===== src/rtl/pokey_pkg.sv =====
// pokey_pkg
//   Shared types and default constants for the POKEY core.
//   - poly_state_e    : sequencer FSM states
//   - POKEY_*         : default divider / flush lengths
//   - cnt_width()     : register width needed to hold 0..n-1 (at least 1 bit)
package pokey_pkg;

  typedef enum logic [1:0] {
    RUN   = 2'd0,
    INIT  = 2'd1,
    FLUSH = 2'd2
  } poly_state_e;

  localparam int POKEY_CLK_DIV    = 8;
  localparam int POKEY_DIV64K     = 28;
  localparam int POKEY_DIV15K     = 114;
  localparam int POKEY_POLY_FLUSH = 17;

  function automatic int cnt_width(input int n);
    return (n <= 2) ? 1 : $clog2(n);
  endfunction

endpackage


===== src/rtl/pokey_poly_sequencer_tick_counter.sv =====
// pokey_tick_counter
//   Modulo-N counter that advances on a strobe and emits a one-cycle wrap
//   strobe. A hold-clear forces the count to 0 and suppresses the wrap.
// Ports:
//   clk       : system clock
//   reset     : synchronous active-high reset
//   i_advance : count enable (machine-cycle strobe)
//   i_clear   : hold count at 0, suppress wrap
//   o_wrap    : high in the advancing cycle where count == N-1
module pokey_tick_counter
  import pokey_pkg::*;
#(
  parameter int N = POKEY_DIV64K
) (
  input  logic clk,
  input  logic reset,
  input  logic i_advance,
  input  logic i_clear,
  output logic o_wrap
);

  localparam int W = cnt_width(N);
  localparam logic [W-1:0] LAST = W'(N - 1);

  logic [W-1:0] r_cnt;
  logic         w_at_last;

  assign w_at_last = (r_cnt == LAST);

  always_ff @(posedge clk) begin
    if (reset || i_clear) begin
      r_cnt <= '0;
    end else if (i_advance) begin
      r_cnt <= w_at_last ? '0 : r_cnt + 1'b1;
    end
  end

  assign o_wrap = i_advance && !i_clear && w_at_last;

endmodule


===== src/rtl/pokey_poly_sequencer.sv =====
// pokey_poly_sequencer
//   Machine-cycle prescaler, 64 kHz / 15 kHz base tick generation and the
//   SKCTL-driven init/flush sequence for the shared poly counter controls.
// Ports:
//   clk         : system clock
//   reset       : synchronous active-high reset
//   skctl_init  : high while SKCTL selects init mode
//   audctl_15k  : 1 selects the 15 kHz base clock, 0 the 64 kHz one
//   enable_179  : one-cycle machine-cycle strobe
//   poly_enable : shift enable for all poly counters (== enable_179)
//   poly_init   : init for all poly counters
//   tick_64k    : one-cycle 64 kHz strobe
//   tick_15k    : one-cycle 15 kHz strobe
//   tick_base   : selected audio base tick
//   init_busy   : high while in INIT or FLUSH
//
// state | meaning
// RUN   | normal operation, base ticks running
// INIT  | SKCTL init held, poly counters forced to init, ticks held at 0
// FLUSH | init released, poly counters still forced for FLUSH_LEN strobes
module pokey_poly_sequencer
  import pokey_pkg::*;
#(
  parameter int CLK_DIV   = POKEY_CLK_DIV,
  parameter int DIV64K    = POKEY_DIV64K,
  parameter int DIV15K    = POKEY_DIV15K,
  parameter int FLUSH_LEN = POKEY_POLY_FLUSH
) (
  input  logic clk,
  input  logic reset,
  input  logic skctl_init,
  input  logic audctl_15k,
  output logic enable_179,
  output logic poly_enable,
  output logic poly_init,
  output logic tick_64k,
  output logic tick_15k,
  output logic tick_base,
  output logic init_busy
);

  localparam int DIV_W = cnt_width(CLK_DIV);
  localparam int FL_W  = cnt_width(FLUSH_LEN);
  localparam logic [DIV_W-1:0] DIV_LAST = DIV_W'(CLK_DIV - 1);
  localparam logic [FL_W-1:0]  FL_LAST  = FL_W'(FLUSH_LEN - 1);

  logic [DIV_W-1:0] r_div_cnt;
  logic [FL_W-1:0]  r_flush_cnt;
  poly_state_e      r_state;
  logic             r_poly_init;
  logic             w_strobe;
  logic             w_hold;
  logic             w_tick_64k;
  logic             w_tick_15k;

  // Prescaler free-runs through every state so the poly counters keep
  // shifting (zeros) while init is forced.
  always_ff @(posedge clk) begin
    if (reset) begin
      r_div_cnt <= '0;
    end else begin
      r_div_cnt <= (r_div_cnt == DIV_LAST) ? '0 : r_div_cnt + 1'b1;
    end
  end

  assign w_strobe = (r_div_cnt == DIV_LAST);

  always_ff @(posedge clk) begin
    if (reset) begin
      r_state     <= RUN;
      r_flush_cnt <= '0;
      r_poly_init <= 1'b0;
    end else begin
      case (r_state)
        RUN: begin
          if (skctl_init) begin
            r_state     <= INIT;
            r_poly_init <= 1'b1;
          end
        end
        INIT: begin
          if (!skctl_init) begin
            r_state     <= FLUSH;
            r_flush_cnt <= '0;
          end
        end
        FLUSH: begin
          if (skctl_init) begin
            r_state <= INIT;
          end else if (w_strobe) begin
            if (r_flush_cnt == FL_LAST) begin
              r_state     <= RUN;
              r_poly_init <= 1'b0;
            end else if (r_flush_cnt != '1) begin
              r_flush_cnt <= r_flush_cnt + 1'b1;
            end
          end
        end
        default: begin
          r_state     <= RUN;
          r_poly_init <= 1'b0;
        end
      endcase
    end
  end

  // Including skctl_init here kills a tick that lands on the same cycle
  // as the init request, before the FSM has left RUN.
  assign w_hold = (r_state != RUN) || skctl_init;

  pokey_tick_counter #(.N(DIV64K)) u_c64 (
    .clk       (clk),
    .reset     (reset),
    .i_advance (w_strobe),
    .i_clear   (w_hold),
    .o_wrap    (w_tick_64k)
  );

  pokey_tick_counter #(.N(DIV15K)) u_c15 (
    .clk       (clk),
    .reset     (reset),
    .i_advance (w_strobe),
    .i_clear   (w_hold),
    .o_wrap    (w_tick_15k)
  );

  assign enable_179  = w_strobe;
  assign poly_enable = w_strobe;
  assign poly_init   = r_poly_init;
  assign init_busy   = (r_state != RUN);
  assign tick_64k    = w_tick_64k;
  assign tick_15k    = w_tick_15k;
  // No glitch masking: the register file only changes audctl_15k on a write.
  assign tick_base   = audctl_15k ? w_tick_15k : w_tick_64k;

endmodule


===== config.mk =====
export PLATFORM = sky130hd
export DESIGN_NAME = pokey_poly_sequencer
export DESIGN_NICKNAME = d
export VERILOG_FILES = /design/src/rtl/pokey_pkg.sv /design/src/rtl/pokey_poly_sequencer_tick_counter.sv /design/src/rtl/pokey_poly_sequencer.sv
export SDC_FILE = /design/constraint.sdc
export NUM_CORES = 1
export LEC_CHECK = 0
export BUFFER_PORTS_ARGS = -buffer_cell sky130_fd_sc_hd__buf_2
export CELL_PAD_IN_SITES_DETAIL_PLACEMENT = 0
export CELL_PAD_IN_SITES_GLOBAL_PLACEMENT = 2
export CORE_ASPECT_RATIO = 0.75
export CORE_UTILIZATION = 32
export DETAILED_ROUTE_END_ITERATION = 16
export GPL_TIMING_DRIVEN = 0
export PLACE_DENSITY_LB_ADDON = 0.1
export SLEW_MARGIN = 20
export SYNTH_ARGS = -nofsm -noshare
export SYNTH_HDL_FRONTEND = slang
export SYNTH_HIERARCHICAL = 1
export SYNTH_SLANG_ARGS = --single-unit

===== constraint.sdc =====
create_clock -name clk -period 2 [get_ports clk]
set_clock_uncertainty 0.15 [all_clocks]
set_input_delay 0.4 -clock clk [delete_from_list [all_inputs] [get_ports clk]]
set_output_delay 0.4 -clock clk [all_outputs]
set_load 0.1 [all_outputs]

Yosys cells after proc, flatten, opt, wreduce, memory -nomap -nowiden
Index checks and enable logic that the tools add are counted.

Register bits after elaboration: 23. Bits in latches: 0. RAM bits: 0. Bits in read-only memories: 0. Input bits: 4. Output and inout bits: 7. Word-level logic and storage cells: 60. Memories kept: 0.

$add $sub $neg: 4. $mul: 0. Div/mod/pow operators: 0. $lt $le $gt $ge: 0. Equal/unequal tests: 16. Shifts and indexed selects: 0. Muxes and demuxes: 20. Bitwise gates (word level): 1. Reduce and logical (&&, ||, !) cells: 13.

Operators by type and width (number): 5-bit two-way mux (6); 2-bit inequality test (second input constant) (6); 5-bit by 1-bit adder with 5-bit output (second input constant) (2); 5-bit equality test (second input constant) (2); 2-bit two-way mux (5); 5-bit case mux with 2 select lines (1); 7-bit by 1-bit adder with 7-bit output (second input constant) (1); 7-bit equality test (second input constant) (1); 7-bit two-way mux (1); 2-bit case mux with 3 select lines (1); 6-bit AND reduction (1); 1-bit two-way mux (5); 5-bit inequality test (second input constant) (1); 5-bit AND reduction (1); 4-bit AND reduction (1); 2-bit nonzero test (2); 3-bit by 1-bit adder with 3-bit output (second input constant) (1); 3-bit equality test (second input constant) (1); 1-bit logical AND (3); 3-bit by 2-bit inequality test with 1-bit output (second input constant) (1); 3-bit inequality test (second input constant) (1); 1-bit case mux with 3 select lines (1); 2-bit by 1-bit equality test with 1-bit output (second input constant) (1); 2-bit equality test (second input constant) (1); 6 further kinds (7).

Depth between registers and ports, before layout
Word-level depth: 6. Gate-level depth with buffers: 7.

Cells and area by module
The synthesis kept the hierarchy.

Modules (own cells, without submodules): pokey_poly_sequencer (instances 1, cells each 57, area an instance 574.3 µm², sequential area each 220.2 µm²); pokey_tick_counter at u_c15 (instances 1, cells each 35, area an instance 331.6 µm², sequential area each 140.1 µm²); pokey_tick_counter at u_c64 (instances 1, cells each 24, area an instance 225.2 µm², sequential area each 100.1 µm²).

Worst setup path after synthesis
No wires, ideal clock.

Path kind: register to output. Start point: register r_div_cnt[0]. End point: output tick_base. Arrival time: 4794 ps. Setup slack: -3344 ps. Stages on the path, launching flop included: 6. Path buffers: 0. Cells stage by stage: dfxtp_1 > ha_1 > ha_1 > nand3_2 > nor3_1 > mux2_2.

Cells in the longest elaborated chain, start to end: 4. Elaborated cells between the ends (all ways): 5. Those cells by class: 1 x eq/ne; 1 x mux; 3 x reduce/logical.

Ends and longest elaborated chain: from (decl) (line pokey_poly_sequencer.sv:47) `logic [DIV_W-1:0] r_div_cnt;`; from (signal assigned) (line pokey_poly_sequencer.sv:62) `r_div_cnt <= (r_div_cnt == DIV_LAST) ? '0 : r_div_cnt + 1'b1;`; 3-bit equality test (line pokey_poly_sequencer.sv:66) `assign w_strobe = (r_div_cnt == DIV_LAST);`; net enable_179 (line pokey_poly_sequencer.sv:33) `output logic enable_179,`; 1-bit logical AND (2 in a row) (line pokey_poly_sequencer_tick_counter.sv:38) `assign o_wrap = i_advance && !i_clear && w_at_last;`; net tick_64k (line pokey_poly_sequencer.sv:36) `output logic tick_64k,`; 1-bit two-way mux (line pokey_poly_sequencer.sv:134) `assign tick_base = audctl_15k ? w_tick_15k : w_tick_64k;`; to (decl) (line pokey_poly_sequencer.sv:38) `output logic tick_base,`.

The timed path passes the listed nets, and every way through them passes these cells.

Final worst setup path
Start point: register r_div_cnt[0]. End point: output tick_base.

Cells in the longest elaborated chain, start to end: 4. Elaborated cells between the ends (all ways): 5. Those cells by class: 1 x eq/ne; 1 x mux; 3 x reduce/logical.

Ends and longest elaborated chain (line): 3-bit equality test (*) (pokey_poly_sequencer.sv:66); 1-bit logical AND (*) (pokey_poly_sequencer_tick_counter.sv:38); 1-bit logical AND (pokey_poly_sequencer_tick_counter.sv:38); 1-bit two-way mux (*) (pokey_poly_sequencer.sv:134).

Every way passes the cells marked *; elsewhere a longest branch is shown, timed or not.

==> summary.md <==
| Metric | Value |
|---|---|
| Critical-path top delay cell | `dfxtp_2` |
| Hpwl dp | `approximately 1600 um` |
| Non-Filler Instances | `around 180` |
| Sequential share of the synthesized area | `0.407` |
| RSZ-0062 raised after global routing | `true` |
| Area grow syn2layout | `28.1%` |
| Max-cap violations | `0` |
| Most frequent cells in the layout | `21 x dfxtp_1, 10 x nor2_1, 9 x o21ai_0, 9 x buf_4` |
| Slew Viols, Final | `0` |
| Tcrit/Tclk final | `1.12` |
| FF+latch count, synth | `23` |
| HP Class | `reg2reg` |
| Dpl cell area | `roughly 1300 um2` |
| H-tree levels | `1` |
| CP Max Fanout | `3` |
| CP startpoint kind | `register` |
| Netlist cell types | `41` |
| Run status | `complete, but fails checks` |
| Routed wl met2 | `1000 um` |
| Peak supply drop | `between 0.3 and 0.4 mV` |
| DR top layer | `met4` |
| Antenna cells | `0` |
| Setup CP Type | `reg2out` |
| Placer Congestion | `~0.71` |
| Die height | `about 53 um` |
| Arr. time, crit path | `around 1.7 ns` |
| Max clock buf depth | `2` |
| Failing checks | `DRC, setup timing` |
| EDFF count, synth | `0` |
| CP cell instances | `ha_4 -> ha_4 -> and4bb_1 -> nand2_2 -> nor2_4 -> mux2_4 -> buf_12` |
| Max frequency | `446 MHz` |
| Total Wirelength | `~2400 um` |
| GRT Residual Overflow | `0` |
| Mean number of vias per cell | `about 5` |
| Core area | `around 3300 um2` |
| CP Data Required Time | `roughly 1.5 ns` |
| Commonest non-fill, non-tap cell in the layout | `dfxtp_1` |
| Synthesized instance count | `around 120` |
| Synth Cell Area | `1130 um2` |
| Wire per inst | `about 14 um` |
| Ratio of cells with drive above 1 in the final layout | `0.285` |
| Die W | `slightly above 70 um` |
| Largest net degree at the start of global routing | `14` |
| Pre-CTS setup slack | `-0.393 ns` |
| # DRC | `2` |
| PortBufs | `10` |
| Fin. Hold Viols | `0` |
| Final Setup Violations | `6` |
| Clk_lat worst skew | `approximately 0.27 ns` |
| Top_reg_cell synth | `dfxtp_1` |
| Placed cells | `166` |
| Layout filler cell count | `about 330` |
| Worst-margin pin slew | `approximately 0.5 ns` |
| IO Count | `11` |
| Syn Nets | `128` |
| Total CTS buffers | `3` |
| Clk sinks | `23` |
| Met3 Wirelength | `about 89 um` |
| CP max stage delay | `0.34 ns` |
| CTS Root Cell | `clkbuf_8` |
| Clock-pin transition on the worst setup and hold timing paths | `about 0.08 ns` |
| Std-Cell Rows | `18` |
| Initial antenna violation count | `0` |
| Final ANT Viol Nets | `0` |
| CTS tree | `built` |
| Fin worst setup slack | `-0.245 ns` |
| Starting density of the core | `0.339` |
| TritonRoute pass-1 iters | `10` |
| Number of DRC markers in iteration 0 | `35` |
| Asr flop ratio synth | `0` |
| Via count | `between 800 and 900` |
| GRT Total Usage | `0.144` |
| Yosys warns | `6` |
| Fin nets | `150` |
| LEAKAGE | `about 0.57 nW` |
| Wire length on met1 | `between 1000 and 1500 um` |
| Die footprint | `3780 um2` |
| Post-route cell area | `~1400 um2` |
| Cell mode on critical path | `ha_4` |
| Slew headroom | `0.677` |
| Post-route setup TNS | `-0.965 ns` |
| Crit path capture type | `primary output` |
| Power, Total | `about 0.86 mW` |
| Pwr dens | `594 nW/um2` |
| First-pass GRT wire length | `between 4000 and 5000 um` |
| Avg Cell Area, Syn | `approximately 10 um2` |
| Clock period minus final worst setup slack | `between 2 and 2.5 ns` |
| Vias in the first global route | `~800` |
| Hold_buf cts | `0` |
critical path, delay by kind of cell, from the launching register on:
kind	cells	cell delay, ns
flops	1	0.34
simple gates	3	0.34
mux	1	0.27
fa+ha+maj	2	0.32
buf+inv	1	0.17
repair_timing:
| item | in CTS | in global routing |
|---|---|---|
| gates resized for setup | 11 | 6 |
| setup buffers | 6 | 2 |
| pin swaps | 1 | 5 |
| endpoints found under the setup margin | 8 | 10 |
registers in the layout, indices dropped and copies added (netlist names):
signal,flops
r_flush_cnt,5
r_state,2
poly_init,1
r_div_cnt,3
u_c64/r_cnt,5
u_c15/r_cnt,7
synth_stat cells, types with 3 or more instances:
cell type | n | area share
dfxtp_1 | 23 | 0.41
inv_1 | 6 | 0.020
xor2_1 | 4 | 0.031
nand2_1 | 7 | 0.023
a21oi_1 | 3 | 0.013
ha_1 | 8 | 0.088
o21ai_0 | 9 | 0.040
xnor2_1 | 3 | 0.023
and3_1 | 3 | 0.017
nor3_1 | 3 | 0.013
nor2_1 | 11 | 0.037
path summary, 6_finish.rpt:
check	from	slack, ns	cells after the start	end
max	r_div_cnt[0]	-0.24	7	tick_base
min	r_div_cnt[0]	0.30	1	r_div_cnt[0]
max reg2reg	r_flush_cnt[0]	-0.19	7	r_flush_cnt[0]
min reg2reg	r_div_cnt[0]	0.30	1	r_div_cnt[0]
stage by stage:
| stage | hold WS (ns) | utilization |
|---|---|---|
| 3_5_place_dp | 0.278 | 0.387 |
| 6_report | 0.302 | 0.435 |
| 2_1_floorplan | 0.261 | - |
| 5_1_grt | 0.323 | 0.435 |
| 4_1_cts | 0.290 | 0.427 |
| 3_3_place_gp | 0.272 | 0.387 |
cell families after synthesis:
family                   synth area share
buffers and inverters              0.0265
XOR/XNOR                           0.0542
AND/OR/NAND/NOR                     0.247
adder cells (fa/ha/maj)            0.0885
multiplexers                       0.0321
AO/OA/AOI/OAI                       0.145
flip-flops                          0.407
final cells by class:
cell class / instances / area, um2 / area share
clock inverter: 1 / 5.00 / 0.00345
buffer: 1 / 7.51 / 0.00518
tap: 40 / 50.0 / 0.0345
clock buffer: 3 / 41.3 / 0.0285
sequential: 23 / 463 / 0.320
multi-input combinational: 86 / 703 / 0.485
inverter: 6 / 22.5 / 0.0155
timing repair buffer: 17 / 156 / 0.108
power by group:
part,total (mW),internal (mW),switching (mW)
registers,0.476,0.468,0.00888
clock network,0.298,0.139,0.159
logic,0.0859,0.0272,0.0587
total,0.860,0.634,0.226
routing by layer:
metal  GRT usage  up-vias
met5           0        -
met1       0.202      412
met2       0.214        9
met3      0.0457        2
met4      0.0300        0
li1            -      460
No activity file was read; power rests on OpenSTA's default activity.
